[config.mk]
export PLATFORM = sky130hd
export DESIGN_NAME = seg7_frame_decoder
export DESIGN_NICKNAME = d
export VERILOG_FILES = /design/src/rtl/seg7_frame_decoder.sv
export SDC_FILE = /design/constraint.sdc
export NUM_CORES = 1
export LEC_CHECK = 0
export ABC_AREA = 0
export CAP_MARGIN = 20
export CORE_MARGIN = 5
export CORE_UTILIZATION = 26
export DETAILED_ROUTE_END_ITERATION = 6
export PLACE_DENSITY = 0.48
export SKIP_LAST_GASP = 1
export SYNTH_ARGS = -nofsm -noshare
export SYNTH_HDL_FRONTEND = slang
export SYNTH_SLANG_ARGS = --single-unit
[constraint.sdc]
create_clock -name clk -period 2.6 [get_ports clk]
set_input_delay 0.65 -clock clk [delete_from_list [all_inputs] [get_ports clk]]
set_output_delay 0.65 -clock clk [all_outputs]
set_load 0.03 [all_outputs]
[src/rtl/seg7_frame_decoder.sv]
// seg7_frame_decoder: snapshots a frame of active-low 7-segment patterns and decodes one digit per clock into nibbles with blank/error masks.
// Ports: clk, reset (sync, active-high), start (capture request, IDLE only), seg_in (digit i at [7i+6:7i], bit0=a..bit6=g),
//        digits (nibble i at [4i+3:4i]), blank_mask, err_mask, valid (one-cycle done pulse), busy (SCAN or DONE).
// Define HEX_ALPHA_EN to decode A,b,C,d,E,F as 4'hA..4'hF; otherwise those patterns are flagged as errors.
module seg7_frame_decoder #(
  parameter int NUM_DIGITS = 6
) (
  input  logic                    clk,
  input  logic                    reset,
  input  logic                    start,
  input  logic [7*NUM_DIGITS-1:0] seg_in,
  output logic [4*NUM_DIGITS-1:0] digits,
  output logic [NUM_DIGITS-1:0]   blank_mask,
  output logic [NUM_DIGITS-1:0]   err_mask,
  output logic                    valid,
  output logic                    busy
);
  localparam logic [1:0] IDLE = 2'd0;
  localparam logic [1:0] SCAN = 2'd1;
  localparam logic [1:0] DONE = 2'd2;
  localparam logic [2:0] LAST = 3'(NUM_DIGITS - 1);
  logic [1:0]              state;
  logic [2:0]              idx;
  logic [7*NUM_DIGITS-1:0] snapshot;
  logic [6:0]              cur;
  logic [3:0]              nib;
  logic                    blank;
  logic                    err;
  assign cur   = snapshot[7*idx +: 7];
  assign valid = state == DONE;
  assign busy  = state != IDLE;
  always_comb begin
    nib   = 4'h0;
    blank = 1'b0;
    err   = 1'b0;
    case (cur)
      7'h40: nib = 4'h0;
      7'h79: nib = 4'h1;
      7'h24: nib = 4'h2;
      7'h30: nib = 4'h3;
      7'h19: nib = 4'h4;
      7'h12: nib = 4'h5;
      7'h02: nib = 4'h6;
      7'h78: nib = 4'h7;
      7'h00: nib = 4'h8;
      7'h10: nib = 4'h9;
`ifdef HEX_ALPHA_EN
      7'h08: nib = 4'hA;
      7'h03: nib = 4'hB;
      7'h46: nib = 4'hC;
      7'h21: nib = 4'hD;
      7'h06: nib = 4'hE;
      7'h0E: nib = 4'hF;
`endif
      7'h7F: blank = 1'b1;
      default: err = 1'b1;
    endcase
  end
  always_ff @(posedge clk) begin
    if (reset) begin
      state      <= IDLE;
      idx        <= '0;
      snapshot   <= '1;
      digits     <= '0;
      blank_mask <= '0;
      err_mask   <= '0;
    end else begin
      case (state)
        IDLE: if (start) begin
          snapshot   <= seg_in;
          digits     <= '0;
          blank_mask <= '0;
          err_mask   <= '0;
          idx        <= '0;
          state      <= SCAN;
        end
        SCAN: begin
          digits[4*idx +: 4] <= nib;
          blank_mask[idx]    <= blank;
          err_mask[idx]      <= err;
          idx                <= idx + 3'd1;
          if (idx == LAST) state <= DONE;
        end
        default: state <= IDLE;
      endcase
    end
  end
endmodule

### After elaboration in Yosys (flattened, before gate mapping)

Cells that the tools add are included.

| word-level totals | value |
|---|---|
| flip-flop bits (word level) | 83 |
| input bits | 45 |
| output and inout port bits | 38 |
| word-level logic and storage cells | 56 |

| cells by class | value |
|---|---|
| add/subtract/negate cells | 2 |
| multipliers | 1 |
| order comparisons | 2 |
| eq/ne operators | 15 |
| shifts and indexed selects | 3 |
| mux-type cells | 18 |
| reductions and logical operators | 9 |

Operators with widths:

| operator | number |
|---|---|
| $pmux 24 s2 | 1 |
| $shiftx 42x7->7 | 1 |
| $pmux 4 s9 | 1 |
| $neg 5->34 | 1 |
| $shift 4x34->24 const A | 1 |
| $shiftx 4x34->24 | 1 |
| $eq 7x7->1 const B | 4 |
| $bwmux 24 | 1 |
| $mux 24 | 1 |
| $pmux 6 s2 | 2 |
| $eq 7x5->1 const B | 3 |
| $eq 7x6->1 const B | 2 |
| $bwmux 6 | 2 |
| $reduce_or 11->1 | 1 |
| $eq 7x2->1 const B | 1 |
| $logic_not 7->1 | 1 |
| $mul 3x3->6 const A | 1 |
| $mux 6 | 1 |
| $pmux 3 s2 | 1 |
| $reduce_and 2->1 | 3 |
| $lt 3x4->1 const B | 1 |
| $mux 2 | 2 |
| $ne 2x2->1 const B | 2 |
| $pmux 2 s2 | 1 |
| 11 further kinds | 14 |

### Logic depth before layout (Yosys ltp)

Gate-level depths: netlist (run 1).

| logic depth | value |
|---|---|
| depth after elaboration | 7 |
| depth in mapped cells | 10 |
| depth with buffers taken out | 8 |

### Worst setup path after synthesis (run 1)

OpenSTA, ideal clock, no wires.

| path | value |
|---|---|
| path type | flip-flop to flip-flop |
| from | register idx[0] |
| to | register err_mask[5] |
| library setup time | 67 ps |
| arrival | 2563 ps |
| slack | -30 ps |
| stages on the path, launching flop included | 9 |
| path buffers | 2 |
| clock period less this slack | 2630 ps |
| cell sequence | dfxtp_1 buf_6 buf_8 mux2_4 a222oi_1 nand3b_1 o211ai_1 or4b_4 o21ai_2 |

| on the way | value |
|---|---|
| word-level cells in the longest chain between the ends | 7 |
| elaborated cells on any way between the ends | 22 |

Ends and longest elaborated chain:

| item | line | text |
|---|---|---|
| start, declared | 23 | `logic [2:0] idx;` |
| start signal, assigned | 81 | `idx <= idx + 3'd1;` |
| $mul 3x3->6 | 29 | `assign cur = snapshot[7*idx +: 7];` |
| $shiftx 42x7->7 | 29 |  |
| $eq 7x7->1, or another cell as far along | 36 | `case (cur)` |
| $reduce_or 11->1 (no line) | - |  |
| $mux 1 | 36 |  |
| $bwmux 6 * | 80 | `err_mask[idx] <= err;` |
| $pmux 6 s2 * | 68 | `case (state)` |
| end signal, assigned by index | 80 |  |
| end, declared | 14 | `output logic [NUM_DIGITS-1:0] err_mask,` |

Mark *: on every way between the ends. The rest lies on a longest branch, timed or not.
A chain may end at the register's enable or synchronous reset.

### Final worst setup path (run 1)

| path | value |
|---|---|
| from | register idx[2] |
| to | register digits[9] |

| on the way | value |
|---|---|
| word-level cells in the longest chain between the ends | 7 |
| elaborated cells on any way between the ends | 17 |

Ends and longest elaborated chain:

| item | line | text |
|---|---|---|
| $mul 3x3->6 | 29 |  |
| $shiftx 42x7->7 | 29 |  |
| $eq 7x5->1, or another cell as far along | 36 |  |
| $pmux 4 s9 | 36 |  |
| $shiftx 4x34->24 | 78 | `digits[4*idx +: 4] <= nib;` |
| $bwmux 24 * | 78 |  |
| $pmux 24 s2 * | 68 |  |
| end signal, assigned by index | 78 |  |
| end, declared | 12 | `output logic [4*NUM_DIGITS-1:0] digits,` |

Marked as above.

==> results of run 1 <==
## metrics by stage
step | TNS, ns | hold WS (ns) | instances
floorplan | 0 | 0.432 | 452
global placement | 0 | 0.451 | 728
detailed placement | -0.658 | 0.452 | 728
CTS | 0 | 0.462 | 744
global route | -0.00869 | 0.473 | 747
finish | 0 | 0.458 | 747
## power groups by stage
stage	registers [mW]	clock network, mW	logic (mW)
2_1_floorplan	1.39	0	0.278
3_3_place_gp	1.41	0	0.470
3_5_place_dp	1.41	0	0.478
4_1_cts	1.38	1.25	0.479
5_1_grt	1.38	1.29	0.549
6_report	1.37	1.21	0.489
## cells in the final DEF, fill, tap and decap left out, drive strengths merged, types with 3 or more instances in the layout
master / count
nand2: 118
or3: 5
and2: 5
mux2i: 4
a22o: 4
mux2: 12
nor2b: 5
nand3: 68
nand2b: 3
inv: 13
buf: 41
a22oi: 5
a21oi: 24
ha: 6
dfxtp: 83
clkbuf: 10
clkdlybuf4s50: 82
nor3: 6
o221ai: 3
o21ai: 18
nor2: 14
nand4: 4
clkinv: 3
## logic make-up after synthesis
group	count (synthesis)	synth area share
and+or+nand+nor	241	0.304
DFF	83	0.454
AOI/OAI and AO/OA	70	0.129
buffers and inverters	35	0.0420
muxes	16	0.0489
adders and majority gates	6	0.0205
xor gates and xnor gates	1	0.00239
## worst min path at each step
stage / end / from / slack (ns)
3_3_place_gp: digits[10]$_SDFFE_PP0P_ / digits[10]$_SDFFE_PP0P_ / 0.45
5_1_grt: digits[10]$_SDFFE_PP0P_ / digits[10]$_SDFFE_PP0P_ / 0.47
4_1_cts: digits[10]$_SDFFE_PP0P_ / digits[10]$_SDFFE_PP0P_ / 0.46
3_5_place_dp: snapshot[13]$_SDFFE_PP1P_ / snapshot[13]$_SDFFE_PP1P_ / 0.45
6_report: digits[10]$_SDFFE_PP0P_ / digits[10]$_SDFFE_PP0P_ / 0.46
2_1_floorplan: snapshot[34]$_SDFFE_PP1P_ / snapshot[34]$_SDFFE_PP1P_ / 0.43
## cells in the mapped netlist (2+ instances only)
cell | instances | area, um2
nor3_1 | 6 | 30.0
and3_1 | 2 | 12.5
a22o_1 | 4 | 35.0
buf_1 | 4 | 15.0
clkbuf_1 | 15 | 56.3
nand2b_1 | 3 | 18.8
nand4_1 | 4 | 25.0
a222oi_1 | 2 | 20.0
mux2i_1 | 4 | 40.0
a211o_1 | 2 | 17.5
or3_1 | 5 | 31.3
ha_1 | 6 | 75.1
a22oi_1 | 5 | 37.5
a211oi_1 | 2 | 15.0
buf_2 | 3 | 15.0
inv_1 | 10 | 37.5
nand2_1 | 118 | 443
o221ai_1 | 3 | 26.3
or4_1 | 2 | 15.0
nor2_1 | 14 | 52.6
dfxtp_1 | 83 | 1660
and2_1 | 4 | 25.0
nand3_1 | 68 | 340
o21ai_0 | 12 | 60.1
mux2_2 | 10 | 113
a21oi_1 | 23 | 115
a21o_1 | 2 | 15.0
o21ai_2 | 6 | 52.6
a221oi_1 | 2 | 17.5
nor2b_1 | 5 | 31.3
nand3b_1 | 2 | 15.0
## routing by layer
metal	vias to the layer above	track usage	share of wire
met1	1587	0.176	0.46
met5	-	0	0
met4	0	0.0445	0.016
met2	87	0.214	0.47
li1	1798	-	-
met3	15	0.0266	0.048
## layout make-up
cell class	count	area, um2	share of cell area
clock buffers	10	239	0.0454
flip-flops and latches	83	1670	0.318
clock inverters	6	47.5	0.00904
multi-input cells	334	1880	0.358
well taps	180	225	0.0428
inverters	11	41.3	0.00785
repair buffers	123	1150	0.219
## sequential cells by signal (all words and copies together) (netlist names)
| name | flops |
|---|---|
| blank_mask | 6 |
| err_mask | 6 |
| snapshot | 42 |
| digits | 24 |
| idx | 3 |
| state | 2 |
## repair_timing
action                     CTS  global route
hold buffers                 0             0
cloned                       0             0
setup endpoints to repair   23            23
pin swaps                    0             7
resized for setup            2            17
setup buffers                0             3
## critical path: stages, from the launching register on
cell and delay, ns:
dfxtp_4 0.39, or3_4 0.38, a21oi_2 0.13, a221oi_1 0.06, buf_4 0.17, or4_4 0.51, a211o_1 0.35, a21oi_2 0.16
buf_6 0.14, a22o_1 0.14
==> flow_metrics.py, run 1 <==
metrics = {
    "global_route": {
        "grt_pass1_vias": 3470,
        "grt_overflow": 0,
        "grt_pass1_wl_um": 17600,
        "grt_max_degree": 46,
        "gr-usage-all-layers": 0.132,
        "antenna_found_initial": 0,
    },
    "yosys": {
        "synth_edf_count": 0,
        "async_flop_share": 0,
        "synthFlopType": "dfxtp_1",
        "ys_types": 52,
        "synth-seq-cells": 83,
        "syn_inst": 452,
        "ys_seq_area_frac": 0.454,
        "syn_nets": 503,
        "yosysWarnings": 0,
        "netlist_area_um2": 3660,
        "avgSynthCellArea_um2": 8.10,
    },
    "power": {
        "worst_ir_drop_vdd_uv": 269,
        "power_switching_share": 0.270,
        "power_switching_uw": 831,
        "cellPowerDensity_nw_per_um2": 585,
        "p_int_mw": 2.25,
        "clkPwrFrac": 0.395,
        "seqPwrFrac": 0.447,
        "pwr-share-comb": 0.159,
        "leakage_nw": 2.07,
        "total_power_mw": 3.08,
    },
    "worst_setup_path": {
        "r2r_cells": 9,
        "rr_startpoint": "idx[2]$_SDFFE_PP0P_",
        "crit_type": "reg -> reg",
        "r2r-end": "digits[9]$_SDFFE_PP0P_",
        "required_ns": 2.88,
        "reg2reg_setup_slack_ns": 0.12,
        "crit_fanout": 10,
        "crit_path_start": "idx[2]$_SDFFE_PP0P_",
        "worstSetupStartpointType": "flop",
        "setup.worst_path.end": "digits[9]$_SDFFE_PP0P_",
        "end_kind": "flop",
        "cp.arrival_ns": 2.76,
    },
    "timing": {
        "period_minus_slack_ns": 2.48,
        "setup_viol": 0,
        "fmax_mhz": 404,
        "finalHoldViolations": 0,
        "finClkSkew_ns": 0.00682,
        "min_period_over_period": 0.952,
        "worstMarginPinSlew_ns": 0.645,
        "layout_setup_ws_ns": 0.124,
        "slew_headroom": 0.568,
        "drv_slew": 0,
    },
    "placement": {
        "dp_hpwl_um": 8240,
        "gp_congestion": 0.787,
        "dp_slack_ns": -0.101,
        "placed_area_um2": 4890,
        "io_buffers": 82,
    },
    "die": {
        "dieArea_um2": 16600,
        "start_util": 0.265,
        "die_w_um": 129,
        "dieHeight_um": 129,
        "core_area_um2": 13800,
        "io-pin-count": 83,
        "rows": 43,
    },
    "clock_tree": {
        "cts_buffer_depth": 2,
        "clockRootBuffer": "clkbuf_16",
        "clkSlewWorstSetupHoldPaths_ns": 0.07,
        "clock_sink_count": 83,
        "cts_tree": "yes",
        "cts.htree.levels": 3,
        "cts_inserted_buffers": 9,
        "clock_latency_ns": 0.34,
    },
    "finish": {
        "n_fill_cell": 1462,
        "num_antenna_cells": 0,
        "fin_util": 0.380,
        "fin_area_um2": 5260,
        "syn2layout_area_growth_pct": 43.6,
        "layout-drive-gt1-share": 0.153,
        "final_net_count": 613,
    },
    "job": {
        "cap_violations": 0,
    },
    "drt": {
        "vias_per_cell": 4.67,
        "drtIter0Drc": 232,
        "drc": 0,
        "route.vias.total": 3487,
        "wl_per_cell_um": 14.5,
        "ant_nets": 0,
        "totalWireLength_um": 10900,
        "first_pass_iters": 4,
    },
    "worst_hold_path": {
        "holdPathStages": 2,
        "min_path_type": "reg -> reg",
    },
    "outcome": {
        "status": "finished clean",
    },
}
No activity file was read; power rests on OpenSTA's default activity.
==> run 2: changes to the inputs <==
Settings changed: SETUP_SLACK_MARGIN set to 0.02.
==> run 2 against run 1 <==
Compared with the run above: sequential power hardly changed; global-route usage is 0.28 points higher; wire length is 0.88% lower; total power is 6.9% higher; setup slack worse by 0.0012 ns; cell count is 1.5% lower; clock skew is 0.0030 ns lower; maximum frequency hardly changed; sequential share of layout area is 0.25 points higher; critical endpoint is now err_mask[5]$_SDFFE_PP0P_.
==> flow_metrics.py, run 2 (synthesized netlist as in run 1, its figures left out) <==
metrics = {
    "worst_setup_path": {
        "crit_type": "reg -> reg",
        "rr_startpoint": "idx[0]$_SDFFE_PP0P_",
        "required_ns": 2.87,
        "cp.arrival_ns": 2.75,
        "worstPathCellList": "mux2_2, a222oi_1, buf_4, or4_1, a211o_1, or4b_4, o21ai_2",
        "crit_fanout": 13,
        "worstSetupStartpointType": "flop",
        "end_kind": "flop",
        "critPathMaxStageDelay_ns": 0.55,
        "r2r-end": "err_mask[5]$_SDFFE_PP0P_",
        "r2r_cells": 7,
        "reg2reg_setup_slack_ns": 0.12,
        "crit_slowest_cell": "or4b_4",
    },
    "global_route": {
        "grt_max_degree": 46,
        "grt_pass1_wl_um": 18000,
        "antenna_found_initial": 0,
        "grt_pass1_vias": 3589,
        "gr-usage-all-layers": 0.135,
        "grt_overflow": 0,
    },
    "worst_hold_path": {
        "min_to": "digits[10]$_SDFFE_PP0P_",
        "holdPathStages": 2,
        "hp-start": "digits[10]$_SDFFE_PP0P_",
        "min_path_type": "reg -> reg",
    },
    "finish": {
        "layout-drive-gt1-share": 0.129,
        "regArea_um2": 1670,
        "final_cell_mix": "nand2_1 (118), clkdlybuf4s50_1 (82), dfxtp_1 (80), nand3_1 (68), buf_4 (29)",
        "reg.largest.list": "snapshot: 42 flops, digits: 24 flops",
        "n_fill_cell": 1426,
        "multi_input_area_um2": 1880,
        "num_antenna_cells": 0,
        "syn2layout_area_growth_pct": 42.1,
        "final_net_count": 602,
        "largest-register": "snapshot",
        "final_common_cell": "nand2_1",
        "instances_no_fill": 736,
        "largest_reg_flops": 42,
    },
    "die": {
        "dieArea_um2": 16600,
        "start_util": 0.265,
        "die_w_um": 129,
        "rows": 43,
        "core_area_um2": 13800,
        "dieHeight_um": 129,
        "io-pin-count": 83,
    },
    "drt": {
        "route.vias.total": 3452,
        "drc": 0,
        "ant_nets": 0,
        "drtIter0Drc": 205,
        "totalWireLength_um": 10800,
        "vias_per_cell": 4.69,
        "wl_per_cell_um": 14.6,
        "first_pass_iters": 4,
    },
    "outcome": {
        "status": "finished clean",
    },
    "timing": {
        "min_period_over_period": 0.953,
        "fmax_mhz": 404,
        "finClkSkew_ns": 0.00381,
        "slew_headroom": 0.532,
        "setup_viol": 0,
        "worstMarginPinSlew_ns": 0.684,
        "period_minus_slack_ns": 2.48,
        "drv_slew": 0,
        "finalHoldViolations": 0,
        "layout_setup_ws_ns": 0.123,
        "grt_setup_unrepaired": "false",
    },
    "clock_tree": {
        "clkSlewWorstSetupHoldPaths_ns": 0.06,
        "cts.htree.levels": 3,
        "clock_latency_ns": 0.33,
        "cts_inserted_buffers": 9,
        "cts_buffer_depth": 2,
        "cts_tree": "yes",
        "clock_sink_count": 83,
        "cts_hold_buffers": 0,
        "clockRootBuffer": "clkbuf_16",
    },
    "placement": {
        "io_buffers": 82,
        "dp_hpwl_um": 8110,
        "gp_congestion": 0.814,
        "dp_slack_ns": -0.128,
        "dp_cells": 717,
    },
    "power": {
        "worst_ir_drop_vdd_uv": 274,
        "leakage_nw": 2.03,
        "cellPowerDensity_nw_per_um2": 633,
    },
    "job": {
        "cap_violations": 0,
    },
}
run 2: cell types whose count changed in the layout (fill, tap and decap cells not counted), moves of 2 or more:
cell and delta:
buf_4 -8, a21oi_2 -3, bufinv_16 +3, a21oi_1 +2
buf_6 -2, clkinv_4 -2, dfxtp_2 +2, dfxtp_4 -2
inv_6 -2
run 2: what timing repair did:
| item | 4_1_cts | 5_1_grt |
|---|---|---|
| setup endpoints to repair | 23 | 30 |
| pin swaps | 2 | 2 |
| buffers inserted | 1 | 2 |
| resized for setup | 4 | 5 |
run 2: worst max-delay path, delay by kind of cell (launching register included):
family                 cells  cell delay (ns)
DFF                        1             0.44
buffers and inverters      1             0.21
AOI/OAI and AO/OA          3             0.72
muxes                      1             0.36
and+or+nand+nor            2             0.67
run 2: stage by stage:
stage | total power [mW] | setup TNS [ns] | area [um2] | hold slack (ns) | utilization
finish | 3.29 | 0 | 5200 | 0.459 | 0.376
global placement | 1.86 | 0 | 4800 | 0.449 | 0.347
CTS | 3.33 | 0 | 5160 | 0.460 | 0.373
global route | 3.44 | 0 | 5200 | 0.480 | 0.376
floorplan | 1.67 | 0 | 3660 | 0.432 | -
detailed placement | 1.87 | -0.621 | 4800 | 0.452 | 0.347
run 2: layer usage:
layer / track usage / part of all wire
met5: 0 / 0
met4: 0.0371 / 0.018
met3: 0.0324 / 0.054
met2: 0.223 / 0.48
met1: 0.176 / 0.45
run 2: worst max-delay path by stage:
stage	cells past startpoint	startpoint	slack, ns	to
2_1_floorplan	8	idx[0]$_SDFFE_PP0P_	0.05	err_mask[5]$_SDFFE_PP0P_
3_3_place_gp	6	idx[0]$_SDFFE_PP0P_	0.03	digits[5]$_SDFFE_PP0P_
3_5_place_dp	6	idx[0]$_SDFFE_PP0P_	-0.13	digits[4]$_SDFFE_PP0P_
4_1_cts	6	idx[0]$_SDFFE_PP0P_	0.003	digits[4]$_SDFFE_PP0P_
5_1_grt	7	idx[0]$_SDFFE_PP0P_	0.01	err_mask[0]$_SDFFE_PP0P_
6_report	7	idx[0]$_SDFFE_PP0P_	0.12	err_mask[5]$_SDFFE_PP0P_
run 2: layout make-up:
| type | count | share of cell area |
|---|---|---|
| Multi-Input combinational cell | 334 | 0.361 |
| Sequential cell | 83 | 0.321 |
| Timing Repair Buffer | 112 | 0.202 |
| Clock buffer | 11 | 0.0466 |
| Tap cell | 180 | 0.0433 |
| Clock inverter | 5 | 0.0192 |
| Inverter | 11 | 0.00793 |
run 2: power breakdown:
| group | internal [mW] | total (mW) | switching, mW |
|---|---|---|---|
| Combinational | 0.215 | 0.469 | 0.254 |
| Clock | 0.961 | 1.45 | 0.485 |
| Sequential | 1.33 | 1.38 | 0.0428 |
==> run 3: changes to the inputs <==
Settings changed: MAX_ROUTING_LAYER set to met4, RECOVER_POWER set to 25.
==> run 3 against run 2 <==
Compared with the run above: clock power hardly changed; cell count stayed put; register-to-register slack got worse by 0.02 ns; highest routed layer unchanged.
==> flow_metrics.py, run 3 (synthesized netlist as in run 1, its figures left out) <==
metrics = {
    "finish": {
        "reg.largest.list": "snapshot: 42 flops, digits: 24 flops",
        "final_common_cell": "nand2_1",
        "multi_input_area_um2": 1880,
        "regArea_um2": 1670,
        "largest_reg_flops": 42,
        "largest-register": "snapshot",
        "final_net_count": 602,
        "final_cell_mix": "nand2_1 (118), dfxtp_1 (80), clkdlybuf4s50_1 (80), nand3_1 (68), buf_4 (27)",
        "syn2layout_area_growth_pct": 41.9,
        "num_antenna_cells": 0,
        "n_fill_cell": 1429,
        "fin_util": 0.376,
        "layout-drive-gt1-share": 0.128,
    },
    "power": {
        "clkPwrFrac": 0.439,
        "leakage_nw": 2.03,
        "seqPwrFrac": 0.419,
        "p_int_mw": 2.51,
        "worst_ir_drop_vdd_uv": 269,
        "cellPowerDensity_nw_per_um2": 632,
        "total_power_mw": 3.29,
        "power_switching_uw": 778,
        "power_switching_share": 0.237,
        "pwr-share-comb": 0.142,
    },
    "clock_tree": {
        "clkSlewWorstSetupHoldPaths_ns": 0.06,
        "clock_latency_ns": 0.33,
        "cts_inserted_buffers": 9,
        "cts_hold_buffers": 0,
        "cts.htree.levels": 3,
        "clock_sink_count": 83,
        "clockRootBuffer": "clkbuf_16",
        "cts_tree": "yes",
        "cts_buffer_depth": 2,
    },
    "drt": {
        "vias_per_cell": 4.66,
        "first_pass_iters": 4,
        "drc": 0,
        "totalWireLength_um": 10800,
        "ant_nets": 0,
        "route.vias.total": 3428,
        "wl_per_cell_um": 14.6,
        "drtIter0Drc": 195,
    },
    "placement": {
        "dp_hpwl_um": 8110,
        "io_buffers": 82,
        "gp_congestion": 0.826,
    },
    "outcome": {
        "status": "finished clean",
    },
    "die": {
        "io-pin-count": 83,
        "start_util": 0.265,
        "dieArea_um2": 16600,
        "dieHeight_um": 129,
        "die_w_um": 129,
        "core_area_um2": 13800,
        "rows": 43,
    },
    "worst_setup_path": {
        "worstSetupStartpointType": "flop",
        "end_kind": "flop",
        "worstPathCellList": "mux2_2, a222oi_1, buf_4, or4_1, a211o_1, or4b_4, o21ai_2",
        "cp.arrival_ns": 2.76,
        "crit_fanout": 13,
        "required_ns": 2.87,
        "critPathMaxStageDelay_ns": 0.56,
        "crit_slowest_cell": "or4b_4",
        "crit_type": "reg -> reg",
    },
    "timing": {
        "drv_slew": 0,
        "min_period_over_period": 0.959,
        "finClkSkew_ns": 0.00445,
        "whs_ns": 0.458,
        "finalSetupTns_ns": 0,
        "finalHoldViolations": 0,
        "fmax_mhz": 401,
        "worstMarginPinSlew_ns": 0.799,
        "grt_setup_unrepaired": "false",
        "slew_headroom": 0.468,
        "setup_viol": 0,
        "period_minus_slack_ns": 2.49,
    },
    "global_route": {
        "antenna_found_initial": 0,
        "grt_pass1_vias": 3589,
        "grt_pass1_wl_um": 18000,
        "gr-usage-all-layers": 0.139,
        "grt_max_degree": 46,
        "grt_overflow": 0,
    },
    "worst_hold_path": {
        "min_path_type": "reg -> reg",
    },
    "job": {
        "cap_violations": 0,
    },
}
[run 3: cell types whose count changed in the layout (fill, tap and decap cells not counted)]
cell,before,now
buf_4,29,27
clkdlybuf4s50_1,82,80
dlygate4sd3_1,0,2
and2_0,0,1
and2_1,5,4
clkbuf_1,1,2
clkbuf_2,0,1
[run 3: path summary, 6_finish.rpt]
kind	endpoint	startpoint	slack [ns]	cells after the start
setup / recovery	err_mask[5]$_SDFFE_PP0P_	idx[0]$_SDFFE_PP0P_	0.11	7
hold / removal	digits[10]$_SDFFE_PP0P_	digits[10]$_SDFFE_PP0P_	0.46	2
setup reg to reg	err_mask[5]$_SDFFE_PP0P_	idx[0]$_SDFFE_PP0P_	0.11	7
hold reg to reg	digits[10]$_SDFFE_PP0P_	digits[10]$_SDFFE_PP0P_	0.46	2
[run 3: metal layers]
layer	wire, um	part of all wire	track usage	vias up
met5	0	0	-	-
met4	86	0.0080	0.0371	0
met3	519	0.048	0.0303	8
met2	5190	0.48	0.223	93
met1	4960	0.46	0.178	1554
li1	-	-	-	1773
[run 3: final cells by class]
cell class                 count  share of cell area
timing repair buffer         112               0.201
tap                          180              0.0433
inverter                      11             0.00794
clock inverter                 5              0.0193
clock buffer                  11              0.0467
sequential                    83               0.321
multi-input combinational    334               0.361
[run 3: stage by stage]
stage,instance area (um2),instances,worst slack (ns)
finish,5200,736,0.108
CTS,5160,734,0.00273
floorplan,3660,452,0.0520
detailed placement,4800,717,-0.128
global placement,4800,717,0.0252
global route,5200,736,0.0103
[run 3: critical path: cells and delay by family (launching register included)]
family	cells	cell delay, ns
and+or+nand+nor	2	0.67
AOI/OAI and AO/OA	3	0.74
muxes	1	0.36
DFF	1	0.44
buffers and inverters	1	0.22
[run 3: power by group through the flow]
stage	logic, mW	clock network, mW	registers (mW)
3_3_place_gp	0.450	0	1.41
5_1_grt	0.526	1.53	1.38
2_1_floorplan	0.278	0	1.39
4_1_cts	0.465	1.48	1.38
3_5_place_dp	0.460	0	1.41
6_report	0.467	1.44	1.38
[run 3: repair_timing]
item                                    4_1_cts  5_1_grt
resized for setup                             4        5
setup buffers                                 1        2
pin swaps                                     2        2
endpoints found under the setup margin       23       30
